[config.mk]
export PLATFORM = sky130hd
export DESIGN_NAME = byte_lane_rr_scheduler_flat
export DESIGN_NICKNAME = d
export VERILOG_FILES = /design/src/rtl/byte_lane_rr_scheduler_if.sv /design/src/rtl/byte_lane_rr_scheduler.sv /design/src/flat_wrapper.sv
export SDC_FILE = /design/constraint.sdc
export NUM_CORES = 1
export LEC_CHECK = 0
export ABC_AREA = 1
export CAP_MARGIN = 25
export CORE_UTILIZATION = 40
export CTS_CLUSTER_DIAMETER = 200
export CTS_CLUSTER_SIZE = 12
export DETAILED_ROUTE_END_ITERATION = 8
export PLACE_DENSITY = 0.84
export SLEW_MARGIN = 20
export SYNTH_ARGS = -nofsm -noshare
export SYNTH_HDL_FRONTEND = slang
export SYNTH_SLANG_ARGS = --single-unit
[constraint.sdc]
create_clock -name clk -period 8.6 [get_ports clk]
set_clock_uncertainty 0.2 [all_clocks]
set_input_delay 2.58 -clock clk [delete_from_list [all_inputs] [get_ports clk]]
set_output_delay 2.58 -clock clk [all_outputs]
set_load 0.1 [all_outputs]
[src/rtl/byte_lane_rr_scheduler_if.sv]
// ============================================================================
// Module      : byte_lane_rr_scheduler_if
// Description : Bundle of requester-side and lane-side signals for the
//               byte_lane_rr_scheduler.
//               The master modport is the environment: word sources and the
//               lane consumer. The slave modport is the scheduler itself.
// Ports       : (interface signals)
//   valid_in_0..3  requester N holds a word
//   data_in_0..3   word from requester N (8*BYTES_PER_WORD bits)
//   ready_0..3     word from requester N is accepted this cycle
//   data_out       serialised byte
//   valid_out      data_out carries a word byte
//   lane_out       requester index of the current byte
//   sow_out        first byte of a word
//   eow_out        last byte of a word
// Revision    : 1.0 - initial release
// ============================================================================
`default_nettype none

interface byte_lane_rr_scheduler_if #(
  parameter int BYTES_PER_WORD = 4
);
  logic                          valid_in_0;
  logic                          valid_in_1;
  logic                          valid_in_2;
  logic                          valid_in_3;
  logic [8*BYTES_PER_WORD-1:0]   data_in_0;
  logic [8*BYTES_PER_WORD-1:0]   data_in_1;
  logic [8*BYTES_PER_WORD-1:0]   data_in_2;
  logic [8*BYTES_PER_WORD-1:0]   data_in_3;
  logic                          ready_0;
  logic                          ready_1;
  logic                          ready_2;
  logic                          ready_3;
  logic [7:0]                    data_out;
  logic                          valid_out;
  logic [1:0]                    lane_out;
  logic                          sow_out;
  logic                          eow_out;

  modport master (
    output valid_in_0, valid_in_1, valid_in_2, valid_in_3,
    output data_in_0, data_in_1, data_in_2, data_in_3,
    input  ready_0, ready_1, ready_2, ready_3,
    input  data_out, valid_out, lane_out, sow_out, eow_out
  );

  modport slave (
    input  valid_in_0, valid_in_1, valid_in_2, valid_in_3,
    input  data_in_0, data_in_1, data_in_2, data_in_3,
    output ready_0, ready_1, ready_2, ready_3,
    output data_out, valid_out, lane_out, sow_out, eow_out
  );
endinterface

`default_nettype wire

[src/rtl/byte_lane_rr_scheduler.sv]
// ============================================================================
// Module      : byte_lane_rr_scheduler
// Description : Round-robin scheduler sharing one 8-bit byte lane among four
//               word requesters. Accepts one word from the winning requester
//               and serialises it MSB byte first, one byte per clock, tagged
//               with source lane and start/end-of-word markers.
//               Optional feature macro: COMMA_EN (idle lane carries IDLE_BYTE
//               instead of 8'h00).
// Ports       :
//   clk      in   single clock, all state on posedge
//   reset_L  in   asynchronous active-low reset
//   bus      slave modport of byte_lane_rr_scheduler_if:
//              valid_in_0..3 / data_in_0..3 in, ready_0..3 out (combinational),
//              data_out / valid_out / lane_out / sow_out / eow_out out (registered)
// Revision    : 1.0 - initial release
// ============================================================================
`default_nettype none

module byte_lane_rr_scheduler #(
  parameter int         BYTES_PER_WORD = 4,
  parameter logic [7:0] IDLE_BYTE      = 8'hBC
) (
  input  wire logic              clk,
  input  wire logic              reset_L,
  byte_lane_rr_scheduler_if.slave bus
);

  localparam int WORD_W = 8 * BYTES_PER_WORD;
  localparam int CNT_W  = (BYTES_PER_WORD > 1) ? $clog2(BYTES_PER_WORD) : 1;
  localparam logic [CNT_W-1:0] LAST_CNT = CNT_W'(BYTES_PER_WORD - 1);

`ifdef COMMA_EN
  localparam logic [7:0] IDLE_VAL = IDLE_BYTE;
`else
  // Idle lane carries zero; IDLE_BYTE is masked so both builds reference it.
  localparam logic [7:0] IDLE_VAL = IDLE_BYTE & 8'h00;
`endif

  typedef enum logic [0:0] {
    IDLE = 1'b0,
    SEND = 1'b1
  } state_t;

  state_t              state_q;
  logic [CNT_W-1:0]    byte_cnt_q;   // index of the byte currently on data_out
  logic [1:0]          rr_ptr_q;
  logic [WORD_W-1:0]   shift_q;      // bytes still to be emitted, MSB aligned
  logic [7:0]          data_out_q;
  logic                valid_out_q;
  logic [1:0]          lane_out_q;
  logic                sow_out_q;
  logic                eow_out_q;

  logic [3:0]          w_valid;
  logic                w_found;
  logic [1:0]          w_win;
  logic [1:0]          w_idx;
  logic [WORD_W-1:0]   w_word;
  logic                w_accept;
  logic                w_xfer;

  assign w_valid = {bus.valid_in_3, bus.valid_in_2, bus.valid_in_1, bus.valid_in_0};

  // A new word may be taken while idle, or while the last byte of the
  // current word is on the lane so the next word follows without a bubble.
  assign w_accept = (state_q == IDLE) || (byte_cnt_q == LAST_CNT);

  // Round-robin search starting at rr_ptr_q.
  always_comb begin
    w_found = 1'b0;
    w_win   = 2'd0;
    w_idx   = 2'd0;
    for (int i = 0; i < 4; i++) begin
      w_idx = rr_ptr_q + 2'(i);
      if (!w_found && w_valid[w_idx]) begin
        w_found = 1'b1;
        w_win   = w_idx;
      end
    end
  end

  always_comb begin
    w_word = bus.data_in_0;
    case (w_win)
      2'd0:    w_word = bus.data_in_0;
      2'd1:    w_word = bus.data_in_1;
      2'd2:    w_word = bus.data_in_2;
      default: w_word = bus.data_in_3;
    endcase
  end

  assign w_xfer = w_accept && w_found;

  assign bus.ready_0 = w_xfer && (w_win == 2'd0);
  assign bus.ready_1 = w_xfer && (w_win == 2'd1);
  assign bus.ready_2 = w_xfer && (w_win == 2'd2);
  assign bus.ready_3 = w_xfer && (w_win == 2'd3);

  always_ff @(posedge clk or negedge reset_L) begin
    if (!reset_L) begin
      state_q     <= IDLE;
      byte_cnt_q  <= '0;
      rr_ptr_q    <= 2'd0;
      shift_q     <= '0;
      data_out_q  <= IDLE_VAL;
      valid_out_q <= 1'b0;
      lane_out_q  <= 2'd0;
      sow_out_q   <= 1'b0;
      eow_out_q   <= 1'b0;
    end else if (w_xfer) begin
      // Byte 0 goes straight to the output register; the rest is queued.
      state_q     <= SEND;
      byte_cnt_q  <= '0;
      rr_ptr_q    <= w_win + 2'd1;
      shift_q     <= w_word << 8;
      data_out_q  <= w_word[WORD_W-1 -: 8];
      valid_out_q <= 1'b1;
      lane_out_q  <= w_win;
      sow_out_q   <= 1'b1;
      eow_out_q   <= (BYTES_PER_WORD == 1);
    end else if ((state_q == SEND) && (byte_cnt_q != LAST_CNT)) begin
      byte_cnt_q  <= byte_cnt_q + 1'b1;
      shift_q     <= shift_q << 8;
      data_out_q  <= shift_q[WORD_W-1 -: 8];
      sow_out_q   <= 1'b0;
      eow_out_q   <= (CNT_W'(byte_cnt_q + 1'b1) == LAST_CNT);
    end else begin
      // Idle, or last byte done with nobody waiting.
      state_q     <= IDLE;
      byte_cnt_q  <= '0;
      shift_q     <= '0;
      data_out_q  <= IDLE_VAL;
      valid_out_q <= 1'b0;
      lane_out_q  <= 2'd0;
      sow_out_q   <= 1'b0;
      eow_out_q   <= 1'b0;
    end
  end

  assign bus.data_out  = data_out_q;
  assign bus.valid_out = valid_out_q;
  assign bus.lane_out  = lane_out_q;
  assign bus.sow_out   = sow_out_q;
  assign bus.eow_out   = eow_out_q;

endmodule

`default_nettype wire

[src/flat_wrapper.sv]
// flat-port wrapper written by rule: the top's interface ports become plain ports
module byte_lane_rr_scheduler_flat 
#(
  parameter int         BYTES_PER_WORD = 4,
  parameter logic [7:0] IDLE_BYTE      = 8'hBC
)
  (clk, reset_L, bus_valid_in_0, bus_valid_in_1, bus_valid_in_2, bus_valid_in_3, bus_data_in_0, bus_data_in_1, bus_data_in_2, bus_data_in_3, bus_ready_0, bus_ready_1, bus_ready_2, bus_ready_3, bus_data_out, bus_valid_out, bus_lane_out, bus_sow_out, bus_eow_out);
  byte_lane_rr_scheduler_if #(.BYTES_PER_WORD(BYTES_PER_WORD)) bus_i ();
  input  wire logic clk;
  input  wire logic reset_L;
  input wire logic [$bits(bus_i.valid_in_0)-1:0] bus_valid_in_0;
  input wire logic [$bits(bus_i.valid_in_1)-1:0] bus_valid_in_1;
  input wire logic [$bits(bus_i.valid_in_2)-1:0] bus_valid_in_2;
  input wire logic [$bits(bus_i.valid_in_3)-1:0] bus_valid_in_3;
  input wire logic [$bits(bus_i.data_in_0)-1:0] bus_data_in_0;
  input wire logic [$bits(bus_i.data_in_1)-1:0] bus_data_in_1;
  input wire logic [$bits(bus_i.data_in_2)-1:0] bus_data_in_2;
  input wire logic [$bits(bus_i.data_in_3)-1:0] bus_data_in_3;
  output wire logic [$bits(bus_i.ready_0)-1:0] bus_ready_0;
  output wire logic [$bits(bus_i.ready_1)-1:0] bus_ready_1;
  output wire logic [$bits(bus_i.ready_2)-1:0] bus_ready_2;
  output wire logic [$bits(bus_i.ready_3)-1:0] bus_ready_3;
  output wire logic [$bits(bus_i.data_out)-1:0] bus_data_out;
  output wire logic [$bits(bus_i.valid_out)-1:0] bus_valid_out;
  output wire logic [$bits(bus_i.lane_out)-1:0] bus_lane_out;
  output wire logic [$bits(bus_i.sow_out)-1:0] bus_sow_out;
  output wire logic [$bits(bus_i.eow_out)-1:0] bus_eow_out;
  assign bus_i.valid_in_0 = bus_valid_in_0;
  assign bus_i.valid_in_1 = bus_valid_in_1;
  assign bus_i.valid_in_2 = bus_valid_in_2;
  assign bus_i.valid_in_3 = bus_valid_in_3;
  assign bus_i.data_in_0 = bus_data_in_0;
  assign bus_i.data_in_1 = bus_data_in_1;
  assign bus_i.data_in_2 = bus_data_in_2;
  assign bus_i.data_in_3 = bus_data_in_3;
  assign bus_ready_0 = bus_i.ready_0;
  assign bus_ready_1 = bus_i.ready_1;
  assign bus_ready_2 = bus_i.ready_2;
  assign bus_ready_3 = bus_i.ready_3;
  assign bus_data_out = bus_i.data_out;
  assign bus_valid_out = bus_i.valid_out;
  assign bus_lane_out = bus_i.lane_out;
  assign bus_sow_out = bus_i.sow_out;
  assign bus_eow_out = bus_i.eow_out;
  byte_lane_rr_scheduler #(.BYTES_PER_WORD(BYTES_PER_WORD), .IDLE_BYTE(IDLE_BYTE)) u_core (.clk(clk), .reset_L(reset_L), .bus(bus_i));
endmodule
# Word level (Yosys, flattened, before mapping)
# Cells that the tools add are included.
# totals
ramBits,0
memories,0
word_cells,69
inputBits,134
latchBits,0
regBits,49
out_inout_bits,17
rom_bits,0
# classes
bitwise_logic,1
n_lt_le_gt_ge,4
mul,0
div,0
n_mux,30
n_reduce_logical,14
n_addsub,5
shift,0
eq_ne,7
# op_table
op,n
$pmux 32 s3,1
$mux 32,2
$mux 2,8
$mux 8,2
$mux 1,13
$lt 2x3->1 const B,4
$logic_and 1x1->1,9
$bmux 1 s2,4
$eq 2x2->1 const B,4
$add 2x1->2 const B,3
$add 2x2->2 const B,2
$logic_not 1->1,3
$eq 2x1->1 const B,1
$logic_not 2->1,1
$ne 2x1->1 const B,1
$ne 2x2->1 const B,1
$logic_or 1x1->1,1
$not 1->1,1

# Logic depth before layout (Yosys ltp)
# Gate-level depths: netlist (run 1).
# depth
ltp_word,15
ltp_mapped,17
mapped_depth_nobuf,15

# Worst setup path after synthesis (run 1)
# No wires, ideal clock.
# synth_timing
path_kind,input -> output
startpoint,in bus_valid_in_0
endpoint,out bus_ready_1
cell_stages,14
path_slack_ns,0.519
required_time_ns,5.820
path_buffers,2
t_arrival_ns,5.301
cell_sequence,inv_1 -> nand2_1 -> nand3_1 -> nand2_1 -> nor2_4 -> nand3_1 -> nand2_1 -> nand2_1 -> inv_1 -> ha_1 -> clkbuf_1 -> clkbuf_1 -> inv_1 -> nor2_1
# synth_via
elab_chain_len,14
word_cells_on_any_way,25
classes_between,eq/ne (1); mux (16); reduce/logical (8)
# synth_lines
item,line_no,rtl
start: declaration,flat_wrapper.sv:11,input wire logic [$bits(bus_i.valid_in_0)-1:0] bus_valid_in_0;
$bmux 1 s2,byte_lane_rr_scheduler.sv:75,if (!w_found && w_valid[w_idx]) begin
$mux 1 (not written as such),byte_lane_rr_scheduler.sv:75,
$mux 1,byte_lane_rr_scheduler.sv:75,
$logic_not 1->1,byte_lane_rr_scheduler.sv:75,
$logic_and 1x1->1,byte_lane_rr_scheduler.sv:75,
$mux 1,byte_lane_rr_scheduler.sv:75,
$logic_not 1->1,byte_lane_rr_scheduler.sv:75,
$logic_and 1x1->1,byte_lane_rr_scheduler.sv:75,
$mux 1,byte_lane_rr_scheduler.sv:75,
$logic_not 1->1,byte_lane_rr_scheduler.sv:75,
$logic_and 1x1->1,byte_lane_rr_scheduler.sv:75,
$mux 2 / $mux 1 (equally long branches),byte_lane_rr_scheduler.sv:75,
$eq 2x1->1 / $logic_and 1x1->1 (equally long branches),"byte_lane_rr_scheduler.sv:95, byte_lane_rr_scheduler.sv:92",
$logic_and 1x1->1 *,byte_lane_rr_scheduler.sv:95,assign bus.ready_1 = w_xfer && (w_win == 2'd1);
end: declaration,flat_wrapper.sv:20,output wire logic [$bits(bus_i.ready_1)-1:0] bus_ready_1;
# Every way passes the cells marked *; elsewhere a longest branch is shown, timed or not. The select of a mux whose other input is x is not followed.

# Worst setup path after layout (run 1)
# layout_timing
startpoint,in bus_valid_in_1
endpoint,out bus_ready_2
# layout_via
elab_chain_len,14
word_cells_on_any_way,25
classes_between,eq/ne (1); mux (16); reduce/logical (8)
# layout_lines
item,line_no,rtl
start: declaration,flat_wrapper.sv:12,input wire logic [$bits(bus_i.valid_in_1)-1:0] bus_valid_in_1;
$bmux 1 s2,byte_lane_rr_scheduler.sv:75,
$mux 1 (not written as such),byte_lane_rr_scheduler.sv:75,
$mux 1,byte_lane_rr_scheduler.sv:75,
$logic_not 1->1,byte_lane_rr_scheduler.sv:75,
$logic_and 1x1->1,byte_lane_rr_scheduler.sv:75,
$mux 1,byte_lane_rr_scheduler.sv:75,
$logic_not 1->1,byte_lane_rr_scheduler.sv:75,
$logic_and 1x1->1,byte_lane_rr_scheduler.sv:75,
$mux 1,byte_lane_rr_scheduler.sv:75,
$logic_not 1->1,byte_lane_rr_scheduler.sv:75,
$logic_and 1x1->1,byte_lane_rr_scheduler.sv:75,
$mux 2 / $mux 1 (equally long branches),byte_lane_rr_scheduler.sv:75,
$eq 2x2->1 / $logic_and 1x1->1 (equally long branches),"byte_lane_rr_scheduler.sv:96, byte_lane_rr_scheduler.sv:92",
$logic_and 1x1->1 *,byte_lane_rr_scheduler.sv:96,assign bus.ready_2 = w_xfer && (w_win == 2'd2);
end: declaration,flat_wrapper.sv:21,output wire logic [$bits(bus_i.ready_2)-1:0] bus_ready_2;
# Marks and branches as above.

==> metrics.txt, run 1 <==
CTS Buffer Depth 2; commonest non-fill, non-tap cell in the layout clkdlybuf4s50_1; Max FO, Critical Path 5; initial antenna violation count 0; cell area power density 498.2 nW/um2; vias in the first global route about 3000; Synth area leaders dfrtp_1 (39%), nand2_1 (18%), a31o_2 (8.0%); flops & latches, synth between 40 and 50; Mapped Cells ~370; post-route ant nets 0; DR WL/cell 14.77 um; Final nets 645; commonest cells after routing, fill and taps aside clkdlybuf4s50_1 (145), nand2_1 (124), dfrtp_1 (41); reg2reg start u_core.rr_ptr_q[0]; static leakage approximately 1.9 nW; final period utilization 0.8725; Clock Pin Slew Worst Setup and Hold Paths 0.08 ns; largest net degree at the start of global routing 43; Die ar. 6872 um2; Avg Inst Size Synth 7.113 um2; arrival time worst endpoint 4.72 ns; post-DR vias/cell 5.232; GRT overflow 0; post-layout power ~0.0021 W; setup violators final 0; Min-Delay Path Depth 2; hold path start u_core.shift_q[8]; first-pass iteration count of the detailed router 4; Hold Path End u_core.shift_q[16]; status finished clean; DR vias 3045; cells along the critical path clkdlybuf4s50_1 -> inv_1 -> nand2_1 -> nand3_1 -> nand2_1 -> nor2_4 -> nand3_1 -> nand3_1 -> nand2_1 -> inv_1 -> ha_1 -> inv_1 -> nor2_1 -> buf_12; Crit-path slowest cell clkdlybuf4s50_1; Worst-Skew Late Latency 0.29 ns; area share of the largest cell type after synthesis 0.3920; Worst Path Buf+Inv 5; RSZ-0062 raised after global routing no; DRC violations left 0; final setup margin around 1.1 ns; synth warn 0; Rows 29; CTS Hold Bufs 0; r2r endpoint u_core.shift_q[8]; Setup Buffers After CTS 0; share of cells above drive strength 1 0.09307; total track usage 0.2550; Worst Max-Slew Pin Slew between 1 and 1.5 ns; first-pass GRT wire length 14.28 mm; family with the most delay on the worst path simple AND/OR/NAND/NOR gates; Worst slew margin 0.3217; fmax between 0.1 and 0.15 GHz; core area 6350 um2; Worst Hold Class register to register; R2R setup slack 4.82 ns; routability cong. roughly 0.83; Fillers 542; Num CTS Buffers 5; critical path type primary input to output pin; dpl hpwl 6.176 mm; CTS Root Cell clkbuf_8; Initial Util 0.4122; setup_tns 0 ns; final design utilization 0.6743; Post-Syn Nets 509; Clock Sinks 41; Die Wd 82.90 um; H-tree depth 2; n_diodes 0; Max Cap Violations 0; number of non-filler instances in the completed layout 582; sequential area share after synthesis 0.3920; DRT iter0 DRCs approximately 150; worst reg2reg path depth 16; post-CTS sizing 0; min Tclk post-route 7.504 ns; Area Overhead vs Synth 63.58%; largest area contributor in the netlist dfrtp_1; crit end category output pin; I/O pin count roughly 150; Yosys cell types 21; dpl cells 573; peak supply drop roughly 0.00046 V; Multi-input gate area 1393 um2; Die Span Y roughly 83 um; CP Data Required Time 5.82 ns; Setup crit start kind primary input; max-slew violation total from the final report 0; final wirelength 8.597 mm; synthesized area 2618 um2; Reg area 1026 um2; Worst path max stage delay 0.44 ns; Final Hold Vio Count 0; # port buffers 150; DP Worst Slack 1.209 ns; CTS tree yes
synth_stat cells:
cell type  instances
nand3_2            1
nand2_2            1
nor3_1             8
nand3_1            7
dfrtp_1           41
ha_1               7
a31o_2            24
buf_4              3
nor2_4             1
buf_6              2
clkbuf_1          21
o21ai_1           26
nand4_1            1
o21ai_0            4
a31oi_1            1
a221oi_1           8
inv_1             22
nor2_1            40
nand2_1          124
nand2_4            1
a21oi_1           25
worst reg2reg max path, cell delays in order, from the launching register on:
cell      delay (ns)
dfrtp_1         0.56
inv_1           0.19
nand2_1         0.13
nand2_1         0.05
o21ai_1         0.18
inv_1           0.11
nand3_1         0.14
nand3_1         0.15
nand2_1         0.17
inv_1           0.10
ha_1            0.34
buf_8           0.23
inv_1           0.27
buf_4           0.39
nand2_1         0.10
a221oi_1        0.25
nor3_1          0.11
stage by stage:
stage	hold WS, ns	instance area (um2)
finish	0.2586	4282
global route	0.2840	4282
CTS	0.2675	4262
detailed placement	0.2484	4146
global placement	0.2393	4146
floorplan	0.2322	2618
flip-flops by register name, summed over array words and instances, names as in the netlist:
| register | flops |
|---|---|
| u_core.bus.eow_out | 1 |
| u_core.bus.data_out | 8 |
| u_core.byte_cnt_q | 2 |
| u_core.rr_ptr_q | 2 |
| u_core.shift_q | 24 |
| u_core.bus.lane_out | 2 |
| u_core.bus.sow_out | 1 |
| u_core.bus.valid_out | 1 |
area by class of cell:
class                      count  share of cell area
timing repair buffer         155              0.3665
multi-input combinational    279              0.3252
sequential                    41              0.2396
tap                           77             0.02250
inverter                      22             0.01929
clock buffer                   5             0.01607
clock inverter                 3             0.01081
how the worst max path moves through the flow:
stage	start	endpoint	slack (ns)	depth (start not counted)
finish	bus_valid_in_1	bus_ready_2	1.10	14
global route	bus_valid_in_1	bus_ready_2	0.85	14
CTS	bus_valid_in_1	bus_ready_2	1.17	14
detailed placement	bus_valid_in_1	bus_ready_2	1.21	14
global placement	bus_valid_in_1	bus_ready_3	1.30	14
floorplan	bus_valid_in_0	bus_ready_1	0.52	14
cells by family (layout without fill, tap and decap cells):
family                   after synthesis  count (layout)  share of synthesized area
AND/OR/NAND/NOR                      184             184                     0.2811
adder cells (fa/ha/maj)                7               7                    0.03346
AO/OA/AOI/OAI                         88              88                     0.2146
flip-flops                            41              41                     0.3920
buffers and inverters                 48             185                    0.07887
routing by layer:
layer	share of wire	vias up	GRT usage
li1	-	1485	-
met1	0.43	1432	0.3381
met2	0.50	119	0.4404
met3	0.067	9	0.04771
met4	0.0084	0	0.04232
met5	0	-	0
report_power, final:
part / switching [W] / internal (W) / leakage [nW] / total [W]
clock network: 0.0000684 / 0.0000868 / 0.0543 / 0.000155
registers: 0.0000324 / 0.000275 / 0.528 / 0.000307
logic: 0.00107 / 0.000604 / 1.32 / 0.00167
No activity file was read; power rests on OpenSTA's default activity.
==> run 2: changes to the inputs <==
- RECOVER_POWER: unset -> 50
==> metrics.txt, run 2 (synthesis gave the netlist of run 1 again) <==
static leakage 1.891 nW (was 1.898 nW); metal2 WL 4.270 mm (was 4.290 mm); post-layout power 0.002122 W (was 0.002133 W); M1 wire length 3.591 mm (was 3.658 mm); dpl hpwl 6.176 mm (unchanged); CP Data Required Time 5.82 ns (about the same); setup violators final 0 (unchanged); final period utilization 0.9184 (was 0.8725); DRC violations left 0 (unchanged); reg2reg start u_core.byte_cnt_q[0] (was u_core.rr_ptr_q[0]); first-pass GRT wire length 14.28 mm (unchanged); # port buffers 150 (unchanged); DR WL/cell 14.73 um (was 14.77 um); violated checks capacitance limit, slew limit; CTS Buffer Depth 2 (unchanged); commonest cells after routing, fill and taps aside clkdlybuf4s50_1 (145), nand2_1 (125), dfrtp_1 (41) (was clkdlybuf4s50_1 (145), nand2_1 (124), dfrtp_1 (41)); hold path start u_core.shift_q[8] (unchanged); max reg flops 24 (unchanged); DRT iter0 DRCs 150 (was 154); GRT overflow 0 (unchanged); Die ar. 6872 um2 (unchanged); launch point of the worst path bus_valid_in_1 (unchanged); status complete, but fails checks (was finished clean); post-DR vias/cell 5.223 (was 5.232); Die Span Y 82.90 um (unchanged); n_diodes 0 (unchanged); Worst Hold Class register to register (unchanged); min Tclk post-route 7.899 ns (was 7.504 ns); DP Worst Slack 1.209 ns (unchanged); CTS Hold Bufs 0 (unchanged); peak supply drop 0.0004586 V (was 0.0004609 V); cell area power density 497.5 nW/um2 (was 498.2 nW/um2); post-route ant nets 0 (unchanged); Rows 29 (unchanged); RSZ-0062 raised after global routing no (unchanged); total track usage 0.2550 (unchanged); Crit-path slowest cell nand2_1 (was clkdlybuf4s50_1); setup_tns 0 ns (unchanged); initial antenna violation count 0 (unchanged); largest net degree at the start of global routing 43 (unchanged); DR vias 3040 (was 3045); CTS Root Cell clkbuf_8 (unchanged); CTS tree yes (unchanged); core area 6350 um2 (unchanged); final design utilization 0.6717 (was 0.6743); Worst Max-Slew Pin Slew 2.175 ns (was 1.014 ns); final setup margin 0.7014 ns (was 1.096 ns); Num CTS Buffers 5 (unchanged); Clock Pin Slew Worst Setup and Hold Paths 0.09 ns (was 0.08 ns); Worst slew margin -0.4503 (was 0.3217); Worst-Skew Late Latency 0.29 ns (about the same); Final Hold Vio Count 0 (unchanged); Crit path top cell by count nand2_1; Final nets 645 (unchanged); routability cong. 0.8325 (unchanged); critical path type primary input to output pin (unchanged); arrival time worst endpoint 5.12 ns (was 4.72 ns); Max Used Layer met4 (unchanged); max-slew violation total from the final report 70 (was 0); cells along the critical path clkdlybuf4s50_1 -> inv_1 -> nand2_1 -> nand2_1 -> o21ai_1 -> inv_1 -> nand3_2 -> nand2_1 -> nor2_1 -> buf_12 (was clkdlybuf4s50_1 -> inv_1 -> nand2_1 -> nand3_1 -> nand2_1 -> nor2_4 -> nand3_1 -> nand3_1 -> nand2_1 -> inv_1 -> ha_1 -> inv_1 -> nor2_1 -> buf_12); share of cells above drive strength 1 0.08713 (was 0.09307); Max FO, Critical Path 42 (was 5); I/O pin count 151 (unchanged); H-tree depth 2 (unchanged); Setup Buffers After CTS 0 (unchanged); first-pass iteration count of the detailed router 4 (unchanged); Setup crit start kind primary input (unchanged); metal3 WL 633 um (was 575 um); vias in the first global route 3007 (unchanged); post-CTS sizing 0 (unchanged); Clock Sinks 41 (unchanged); commonest non-fill, non-tap cell in the layout clkdlybuf4s50_1 (unchanged); fmax 0.1266 GHz (was 0.1333 GHz); final wirelength 8.571 mm (was 8.597 mm); Area Overhead vs Synth 62.95% (was 63.58%); Die Wd 82.90 um (unchanged); crit end category output pin (unchanged); Worst path max stage delay 0.77 ns (was 0.44 ns); Initial Util 0.4122 (unchanged); Max Cap Violations 2 (was 0); Top reg by flops u_core.shift_q (unchanged)
## run 2: report_power, final
part	internal [W]	switching, W	total [W]
sequential	0.000275	0.0000328	0.000308
clock	0.0000869	0.0000692	0.000156
combinational	0.000603	0.00105	0.00166
## run 2: cell type report
cell class,count,area (um2)
fill,545,2085
sequential,41,1026
inverter,22,82.58
clock buffer,5,68.82
timing repair buffer,155,1568
multi-input combinational,279,1378
tap,77,96.34
clock inverter,3,46.29
## run 2: worst max-delay path: cells and delay by family
kind / cells / cell delay [ns]
buffers and inverters: 4 / 0.87
AO/OA/AOI/OAI: 1 / 0.18
AND/OR/NAND/NOR: 5 / 1.48
## run 2: metal layers
metal,up-vias,GRT usage
met5,-,0
met4,0,0.04232
met3,9,0.04771
met2,130,0.4404
met1,1415,0.3381
li1,1486,-
## run 2: per-stage QoR
step,hold slack (ns),instances,instance area [um2]
3_3_place_gp,0.2393,573,4146
3_5_place_dp,0.2484,573,4146
2_1_floorplan,0.2322,368,2618
6_report,0.2578,582,4265
5_1_grt,0.2840,582,4265
4_1_cts,0.2675,581,4262
## run 2: worst paths after layout
path / end / slack, ns / cells after the start
worst max-delay path: bus_ready_1 / 0.70 / 10
worst min-delay path: u_core.shift_q[16] / 0.26 / 2
worst max register to register: u_core.bus.lane_out[1] / 4.49 / 7
worst min register to register: u_core.shift_q[16] / 0.26 / 2
max in group asynchronous: u_core.shift_q[11] / 4.24 / 1
min in group asynchronous: u_core.bus.data_out[4] / 2.71 / 1
